===== src/rtl/mult_share_ctrl_pkg.sv =====
// Shared widths and FSM encoding for the time-shared multiplier controller.
package mult_share_ctrl_pkg;
    localparam int DATA_W = 16;
    localparam int PROD_W = 32;

    typedef enum logic [1:0] {
        IDLE = 2'd0,
        CALC = 2'd1,
        DONE = 2'd2
    } state_t;
endpackage


===== src/rtl/booth_multiplier.sv =====
// Combinational 16x16 signed radix-4 Booth multiplier producing a full 32-bit product.
module booth_multiplier
    import mult_share_ctrl_pkg::*;
(
    input  logic signed [DATA_W-1:0] A,
    input  logic signed [DATA_W-1:0] B,
    output logic signed [PROD_W-1:0] P
);
    localparam int NUM_PP = DATA_W / 2;

    logic [DATA_W:0]   b_ext;
    logic [PROD_W-1:0] a_ext;
    logic [PROD_W-1:0] pp [NUM_PP];
    logic [PROD_W-1:0] sum;

    assign b_ext = {B, 1'b0};
    assign a_ext = {{(PROD_W-DATA_W){A[DATA_W-1]}}, A};

    genvar gi;
    generate
        for (gi = 0; gi < NUM_PP; gi++) begin : g_pp
            logic [PROD_W-1:0] mag;
            // Overlapping 3-bit windows of B select a digit in {-2,-1,0,+1,+2}.
            always_comb begin
                unique case (b_ext[2*gi+2 -: 3])
                    3'b001, 3'b010: mag = a_ext;
                    3'b011:         mag = a_ext << 1;
                    3'b100:         mag = -(a_ext << 1);
                    3'b101, 3'b110: mag = -a_ext;
                    default:        mag = '0;
                endcase
            end
            assign pp[gi] = mag << (2 * gi);
        end
    endgenerate

    always_comb begin
        sum = '0;
        for (int i = 0; i < NUM_PP; i++) begin
            sum = sum + pp[i];
        end
    end

    assign P = sum;
endmodule


===== src/rtl/mult_share_ctrl_rr_arbiter.sv =====
// Combinational round-robin arbiter: first set request at or after ptr, wrapping.
module rr_arbiter #(
    parameter int NUM_REQ = 4,
    parameter int ID_W    = $clog2(NUM_REQ)
) (
    input  logic [NUM_REQ-1:0] req,
    input  logic [ID_W-1:0]    ptr,
    output logic [NUM_REQ-1:0] grant,
    output logic [ID_W-1:0]    grant_idx
);
    logic [ID_W-1:0] cand [NUM_REQ];
    logic            found;

    genvar gi;
    generate
        for (gi = 0; gi < NUM_REQ; gi++) begin : g_cand
            logic [ID_W:0] sum;
            assign sum = {1'b0, ptr} + (ID_W+1)'(gi);
            assign cand[gi] = (sum >= (ID_W+1)'(NUM_REQ))
                            ? ID_W'(sum - (ID_W+1)'(NUM_REQ))
                            : sum[ID_W-1:0];
        end
    endgenerate

    always_comb begin
        found     = 1'b0;
        grant_idx = '0;
        grant     = '0;
        for (int k = 0; k < NUM_REQ; k++) begin
            if (!found && req[cand[k]]) begin
                found     = 1'b1;
                grant_idx = cand[k];
            end
        end
        if (found) begin
            grant[grant_idx] = 1'b1;
        end
    end
endmodule


===== src/rtl/mult_share_ctrl.sv =====
// Time-shares one Booth multiplier among NUM_REQ requesters with round-robin
// grants and a back-pressured, requester-tagged result channel.
module mult_share_ctrl
    import mult_share_ctrl_pkg::*;
#(
    parameter int NUM_REQ = 4,
    parameter int ID_W    = 2
) (
    input  logic                      clk,
    input  logic                      rst,
    input  logic [NUM_REQ-1:0]        req_valid,
    input  logic [DATA_W*NUM_REQ-1:0] req_a,
    input  logic [DATA_W*NUM_REQ-1:0] req_b,
    output logic [NUM_REQ-1:0]        req_ready,
    output logic                      res_valid,
    input  logic                      res_ready,
    output logic [ID_W-1:0]           res_id,
    output logic [PROD_W-1:0]         res_p,
    output logic                      busy
);
    state_t                    state_reg, state_next;
    logic [ID_W-1:0]           rr_ptr_reg;
    logic [NUM_REQ-1:0]        grant;
    logic [ID_W-1:0]           grant_idx;
    logic signed [DATA_W-1:0]  a_q, b_q;
    logic [ID_W-1:0]           id_q;
    logic signed [PROD_W-1:0]  prod;
    logic                      accept;
    logic [DATA_W-1:0]         a_arr [NUM_REQ];
    logic [DATA_W-1:0]         b_arr [NUM_REQ];

    genvar gi;
    generate
        for (gi = 0; gi < NUM_REQ; gi++) begin : g_unpack
            assign a_arr[gi] = req_a[DATA_W*gi +: DATA_W];
            assign b_arr[gi] = req_b[DATA_W*gi +: DATA_W];
        end
    endgenerate

    rr_arbiter #(
        .NUM_REQ (NUM_REQ),
        .ID_W    (ID_W)
    ) u_arb (
        .req       (req_valid),
        .ptr       (rr_ptr_reg),
        .grant     (grant),
        .grant_idx (grant_idx)
    );

    booth_multiplier u_mul (
        .A (a_q),
        .B (b_q),
        .P (prod)
    );

    // Grants are only offered while idle and never while reset is held.
    assign req_ready = (state_reg == IDLE && !rst) ? grant : '0;
    assign accept    = |(req_valid & req_ready);
    assign busy      = (state_reg != IDLE);

    always_comb begin
        state_next = state_reg;
        unique case (state_reg)
            IDLE:    if (accept) state_next = CALC;
            CALC:    state_next = DONE;
            DONE:    if (res_valid && res_ready) state_next = IDLE;
            default: state_next = IDLE;
        endcase
    end

    always_ff @(posedge clk or posedge rst) begin
        if (rst) begin
            state_reg  <= IDLE;
            rr_ptr_reg <= '0;
            a_q        <= '0;
            b_q        <= '0;
            id_q       <= '0;
            res_valid  <= 1'b0;
            res_p      <= '0;
            res_id     <= '0;
        end else begin
            state_reg <= state_next;
            if (accept) begin
                a_q        <= a_arr[grant_idx];
                b_q        <= b_arr[grant_idx];
                id_q       <= grant_idx;
                rr_ptr_reg <= (grant_idx == ID_W'(NUM_REQ-1)) ? '0 : grant_idx + 1'b1;
            end
            if (state_reg == CALC) begin
                res_valid <= 1'b1;
                res_p     <= prod;
                res_id    <= id_q;
            end else if (state_reg == DONE && res_ready) begin
                res_valid <= 1'b0;
            end
        end
    end
endmodule


===== config.mk =====
export PLATFORM = sky130hd
export DESIGN_NAME = mult_share_ctrl
export DESIGN_NICKNAME = d
export VERILOG_FILES = /design/src/rtl/mult_share_ctrl_pkg.sv /design/src/rtl/booth_multiplier.sv /design/src/rtl/mult_share_ctrl_rr_arbiter.sv /design/src/rtl/mult_share_ctrl.sv
export SDC_FILE = /design/constraint.sdc
export NUM_CORES = 1
export LEC_CHECK = 0
export BUFFER_PORTS_ARGS = -buffer_cell sky130_fd_sc_hd__buf_2
export CORE_ASPECT_RATIO = 1.1
export CORE_MARGIN = 1
export CORE_UTILIZATION = 55
export CTS_CLUSTER_SIZE = 25
export DETAILED_ROUTE_END_ITERATION = 10
export PLACE_DENSITY = 0.79
export SLEW_MARGIN = 20
export SYNTH_ARGS = -nofsm -noshare
export SYNTH_HDL_FRONTEND = slang
export SYNTH_SLANG_ARGS = --single-unit

===== constraint.sdc =====
create_clock -name clk -period 7.9 [get_ports clk]
set_clock_uncertainty 0.05 [all_clocks]
set_input_delay 0.395 -clock clk [delete_from_list [all_inputs] [get_ports clk]]
set_output_delay 0.395 -clock clk [all_outputs]
set_load 0.1 [all_outputs]

After elaboration in Yosys (flattened, before gate mapping)
Cells that the tools add are included.
- add/sub/neg operators: 17
- order comparisons: 11
- equality and inequality tests: 50
- muxes and demuxes: 44
- bitwise operators: 2
- reduce and logical (&&, ||, !) cells: 30
- operators with widths (cell ; number):
    adder 32 bit ; 7
    case mux 30 bit (4 select lines) ; 1
    case mux 28 bit (4 select lines) ; 1
    case mux 26 bit (4 select lines) ; 1
    case mux 24 bit (4 select lines) ; 1
    case mux 32 bit (3 select lines) ; 1
    case mux 22 bit (4 select lines) ; 1
    case mux 20 bit (4 select lines) ; 1
    case mux 18 bit (4 select lines) ; 1
    binary-select mux 16 bit (select 2 bit) ; 2
    2-to-1 mux 16 bit ; 4
    negation 32 bit ; 2
    equality test 3 bit (second input constant) ; 21
    equality test 3 x 2 -> 1 bit (second input constant) ; 14
    OR reduction 2 bit ; 14
    2-to-1 mux 2 bit ; 11
    equality test 3 x 1 -> 1 bit (second input constant) ; 7
    < comparator 2 x 3 -> 1 bit (second input constant) ; 5
    greater-or-equal comparator 3 bit (second input constant) ; 4
    2-to-1 mux 1 bit ; 11
    binary-select mux 1 bit (select 2 bit) ; 4
    equality test 2 bit (second input constant) ; 4
    2-to-1 mux 4 bit ; 2
    subtractor 2 x 1 -> 2 bit (second input constant) ; 4
    other kinds (17) ; 30
- bits in registers: 73
- output and inout bits: 40

Longest topological paths before layout
- depth after elaboration: 24
- mapped depth: 30
- gate-level depth less buffers: 27

Cells and area by module
A second synthesis with hierarchy kept.
- cells, all modules: 1809
- area, all modules: 15003.1 um^2
- modules (own cells, without submodules) (module ; times used ; cells each ; area each (um^2)):
    booth_multiplier ; 1 ; 1567 ; 11068.1
    mult_share_ctrl ; 1 ; 211 ; 3737.3
    rr_arbiter ; 1 ; 31 ; 197.7

Least setup slack after synthesis
No wires, ideal clock.
- kind: register to register
- start point: reg a_q[1]
- end point: reg res_p[31]
- setup time: 82 ps
- data arrival time: 7333 ps
- data required time: 7768 ps
- slack: 435 ps
- stages on the path, launching flop included: 31
- path buffers: 3
- clock period less this slack: 7465 ps
- cell sequence: dfrtp_1 -> clkbuf_1 -> inv_1 -> ha_1 -> buf_2 -> or3b_2 -> nor2_1 -> nand3_1 -> or3_1 -> xnor2_1 -> clkbuf_1 -> nand2_1 -> o21ai_0 -> o21ai_0 -> fa_1 -> inv_1 -> fa_1 -> fa_1 -> inv_1 -> fa_1 -> inv_1 -> ha_1 -> a21o_1 -> a21o_1 -> a21oi_1 -> o2bb2ai_1 -> a2111oi_0 -> a21oi_1 -> o31a_1 -> or3_1 -> a31oi_1
- cells in the longest elaborated chain, start to end: 9
- elaborated cells on any way between the ends: 17
- ends and longest elaborated chain (what ; line ; source):
    from (decl) ; mult_share_ctrl.sv:25 ; logic signed [DATA_W-1:0] a_q, b_q;
    from (signal assigned) ; mult_share_ctrl.sv:84 ; a_q <= a_arr[grant_idx];
    negation 32 bit (on tied branches) ; booth_multiplier.sv:29, booth_multiplier.sv:28 ;
    case mux 30 bit (4 select lines) or case mux 32 bit (3 select lines) (tied branches) ; booth_multiplier.sv:25 ; unique case (b_ext[2*gi+2 -: 3])
    adder 32 bit (6 in series) ; booth_multiplier.sv:40 ; sum = sum + pp[i];
    adder 32 bit (*) ; booth_multiplier.sv:40 ;
    to (signal assigned) ; mult_share_ctrl.sv:91 ; res_p <= prod;
    to (decl) ; mult_share_ctrl.sv:18 ; output logic [PROD_W-1:0] res_p,
Mark *: on every way between the ends. The rest lies on a longest branch, timed or not.
A chain may end at the register's enable or synchronous reset.

Worst setup path in the final report
- start point: reg a_q[0]
- end point: reg res_p[31]
Same word-level chain as after synthesis.

==> run_results.csv <==
group,metric,value,unit
setup_path,reg2reg_to,"res_p[31]",
place,hpwl,45500,microns
hold_path,worstHoldStart,"res_ready",
clock_tree,clk_pin_slew,70,ps
synthesis,avgSynthCellArea,7.15,sq um
clock_tree,cts_max_level,3,
synthesis,synth-seq-cells,73,
timing,fin_tns_setup,0,ps
die,die_h,175,microns
die,dieArea,27900,sq um
run_status,status,"complete, no violations",
die,fp.coreArea,26500,sq um
hold_path,hp-class,"input pin to flip-flop",
job,drv_cap,0,
setup_path,start_kind,"flip-flop",
clock_tree,numCtsBuffers,9,
synthesis,syn_inst,2094,
place,gp_congestion,1.03,
die,die_width,159,microns
global_routing,grt-ovfl-total,0,
final_layout,syn_to_final_growth,12.5,%
route,remaining_drc_errors,0,
setup_path,rrSetupSlack,300,ps
timing,fin_crit_sh,96.2,%
final_layout,fill_cells,2447,
global_routing,grt_pass1_wl,91500,microns
die,ioPinCount,175,
timing,slew_headroom,27.0,%
place,placed_area,16500,sq um
global_routing,grt_pass1_vias,15900,
synthesis,ys_seq_area_share,12.2,%
timing,worstMarginPinSlew,1090,ps
die,num_rows,62,
clock_tree,cts_tree,"built",
route,routedWlPerCell,23.2,microns
synthesis,yosysWarningCount,0,
timing,rsz0062_at_grt,"no",
route,ant_nets,0,
clock_tree,insertion_delay,370,ps
final_layout,final_cell_mix,"nand2_1 (330), o21ai_0 (225), nor2_1 (205)",
place,portBuffers,174,
route,routed_wl,59600,microns
setup_path,r2r-start,"a_q[0]",
route,vias_per_cell,6.43,
synthesis,syn_nets,2413,
hold_path,hold_depth,2,
route,dr.pass1.iters,6,
setup_path,worst_r2r_path_depth,24,
global_routing,grt_max_degree,74,
synthesis,ys.flop_type,"dfrtp_1",
final_layout,fin_nets,2530,
timing,maxSlewViolCount,0,
global_routing,grt_use_total,43.2,%
clock_tree,clk_path_buf_depth,2,
setup_path,cp.required,8140,ps
timing,setup_viol,0,
clock_tree,clock_sinks,73,
timing,finalHoldViolCount,0,
die,initial_core_util,56.6,%
setup_path,worstPathArrival,7840,ps
final_layout,top_regs,"res_p: 32 flops, a_q: 16 flops, b_q: 16 flops",
synthesis,ys_types,71,
timing,layout_min_cycle_time,7600,ps
final_layout,finalInstanceArea,16800,sq um
synthesis,synth-async-reset-ratio,100,%
setup_path,path_class,"flip-flop to flip-flop",
synthesis,synth-edff-count,0,
route,vias,16500,
final_layout,largest_reg_flops,32,
final_layout,regMostFlops,"res_p",
clock_tree,root_buffer,"clkbuf_16",
synthesis,syn_area,15000,sq um
hold_path,min_to,"res_valid",
global_routing,grt_antenna_before_repair,3,
setup_path,path_max_fanout,12,
route,drt_first_iter_violations,2406,
timing,fmax,132,MHz
setup_path,end_kind,"flip-flop",
final_layout,layout_commonest_cell,"nand2_1",
final_layout,drive_gt1_share,16.7,%
==> final cells by class <==
cell class,instances,area [sq um],share of cell area (%)
multi-input combinational,1660,11800,70.1
sequential,73,1830,10.9
timing repair buffer,299,1820,10.8
inverter,168,632,3.75
tap,352,440,2.62
clock buffer,11,243,1.44
clock inverter,5,62.6,0.372
antenna,1,2.50,0.0149
==> logic make-up (layout without fill, tap and decap cells) <==
logic type	Yosys count	count (layout)	synth area share [%]
simple gates	653	653	18.1
mux	53	53	4.39
other cells	0	1	0
fa+ha+maj	184	184	22.0
buf+inv	361	483	9.27
flops	73	73	12.2
xor+xnor	96	96	5.67
compound gates	674	674	28.4
==> per-stage QoR <==
stage	util [%]	hold slack, ps	instances	worst slack, ps
3_5_place_dp	62.4	408	2552	267
4_1_cts	63.5	143	2568	238
6_report	63.6	147	2569	299
3_3_place_gp	62.4	402	2552	504
2_1_floorplan	-	389	2094	435
5_1_grt	63.6	153	2569	30.2
==> cells in the mapped netlist (all sizes together) (12+ instances only) <==
| cell | instances | share of area [%] |
|---|---|---|
| nor2 | 206 | 5.2 |
| clkbuf | 157 | 3.9 |
| nand2b | 13 | 0.54 |
| mux2i | 33 | 2.2 |
| nand2 | 330 | 8.3 |
| xnor2 | 76 | 4.5 |
| a22oi | 24 | 1.2 |
| buf | 36 | 1.1 |
| inv | 163 | 4.1 |
| a31oi | 19 | 0.79 |
| a21oi | 156 | 5.2 |
| nand3 | 41 | 1.4 |
| nor2b | 12 | 0.50 |
| a311oi | 12 | 0.83 |
| fa | 131 | 18 |
| a221oi | 39 | 2.3 |
| xor2 | 20 | 1.2 |
| dfrtp | 73 | 12 |
| ha | 53 | 4.4 |
| a211oi | 20 | 1.0 |
| o211ai | 36 | 1.8 |
| o21ai | 226 | 7.6 |
| o22ai | 33 | 1.4 |
| a21o | 29 | 1.5 |
==> what timing repair did <==
action | in CTS | in global routing
setup endpoints to repair | 0 | 1
hold buffers | 0 | 0
resized for setup | 0 | 5
setup buffers | 0 | 0
==> critical path, cell delays in order (launching register included) <==
cell       delay, ps
dfrtp_1          520
clkinv_1         110
ha_1             170
or3b_2           570
or3_1            520
xor2_2           310
nand2_1          120
mux4_2           510
fa_1             560
inv_1             60
fa_1             520
fa_1             560
inv_1             60
fa_1             530
inv_1             40
ha_1             310
a21o_1           170
a21o_1           190
a21o_1           200
o2bb2ai_1        170
a2111oi_2        370
a21oi_1          160
o31a_1           270
or3_1            310
a31oi_1          160
==> routing by layer <==
metal	track usage, %	part of all wire, %	vias to the layer above
met5	0	0.029	-
met1	54.4	38	7665
li1	-	-	7434
met4	24.9	6.3	2
met2	68.2	44	1181
met3	9.73	11	227
==> how the worst max path moves through the flow <==
stage | startpoint | to | slack [ps]
after global placement | a_q[0] | res_p[31] | 500
after global routing | a_q[0] | res_p[31] | 30
after floorplan | a_q[1] | res_p[31] | 440
after CTS | a_q[0] | res_p[31] | 240
after detailed placement | a_q[0] | res_p[31] | 270
final | a_q[0] | res_p[31] | 300
Power is left out: the tool's default activity adds up to more than one toggle a clock period on the data nets, which glitch-free logic cannot reach.
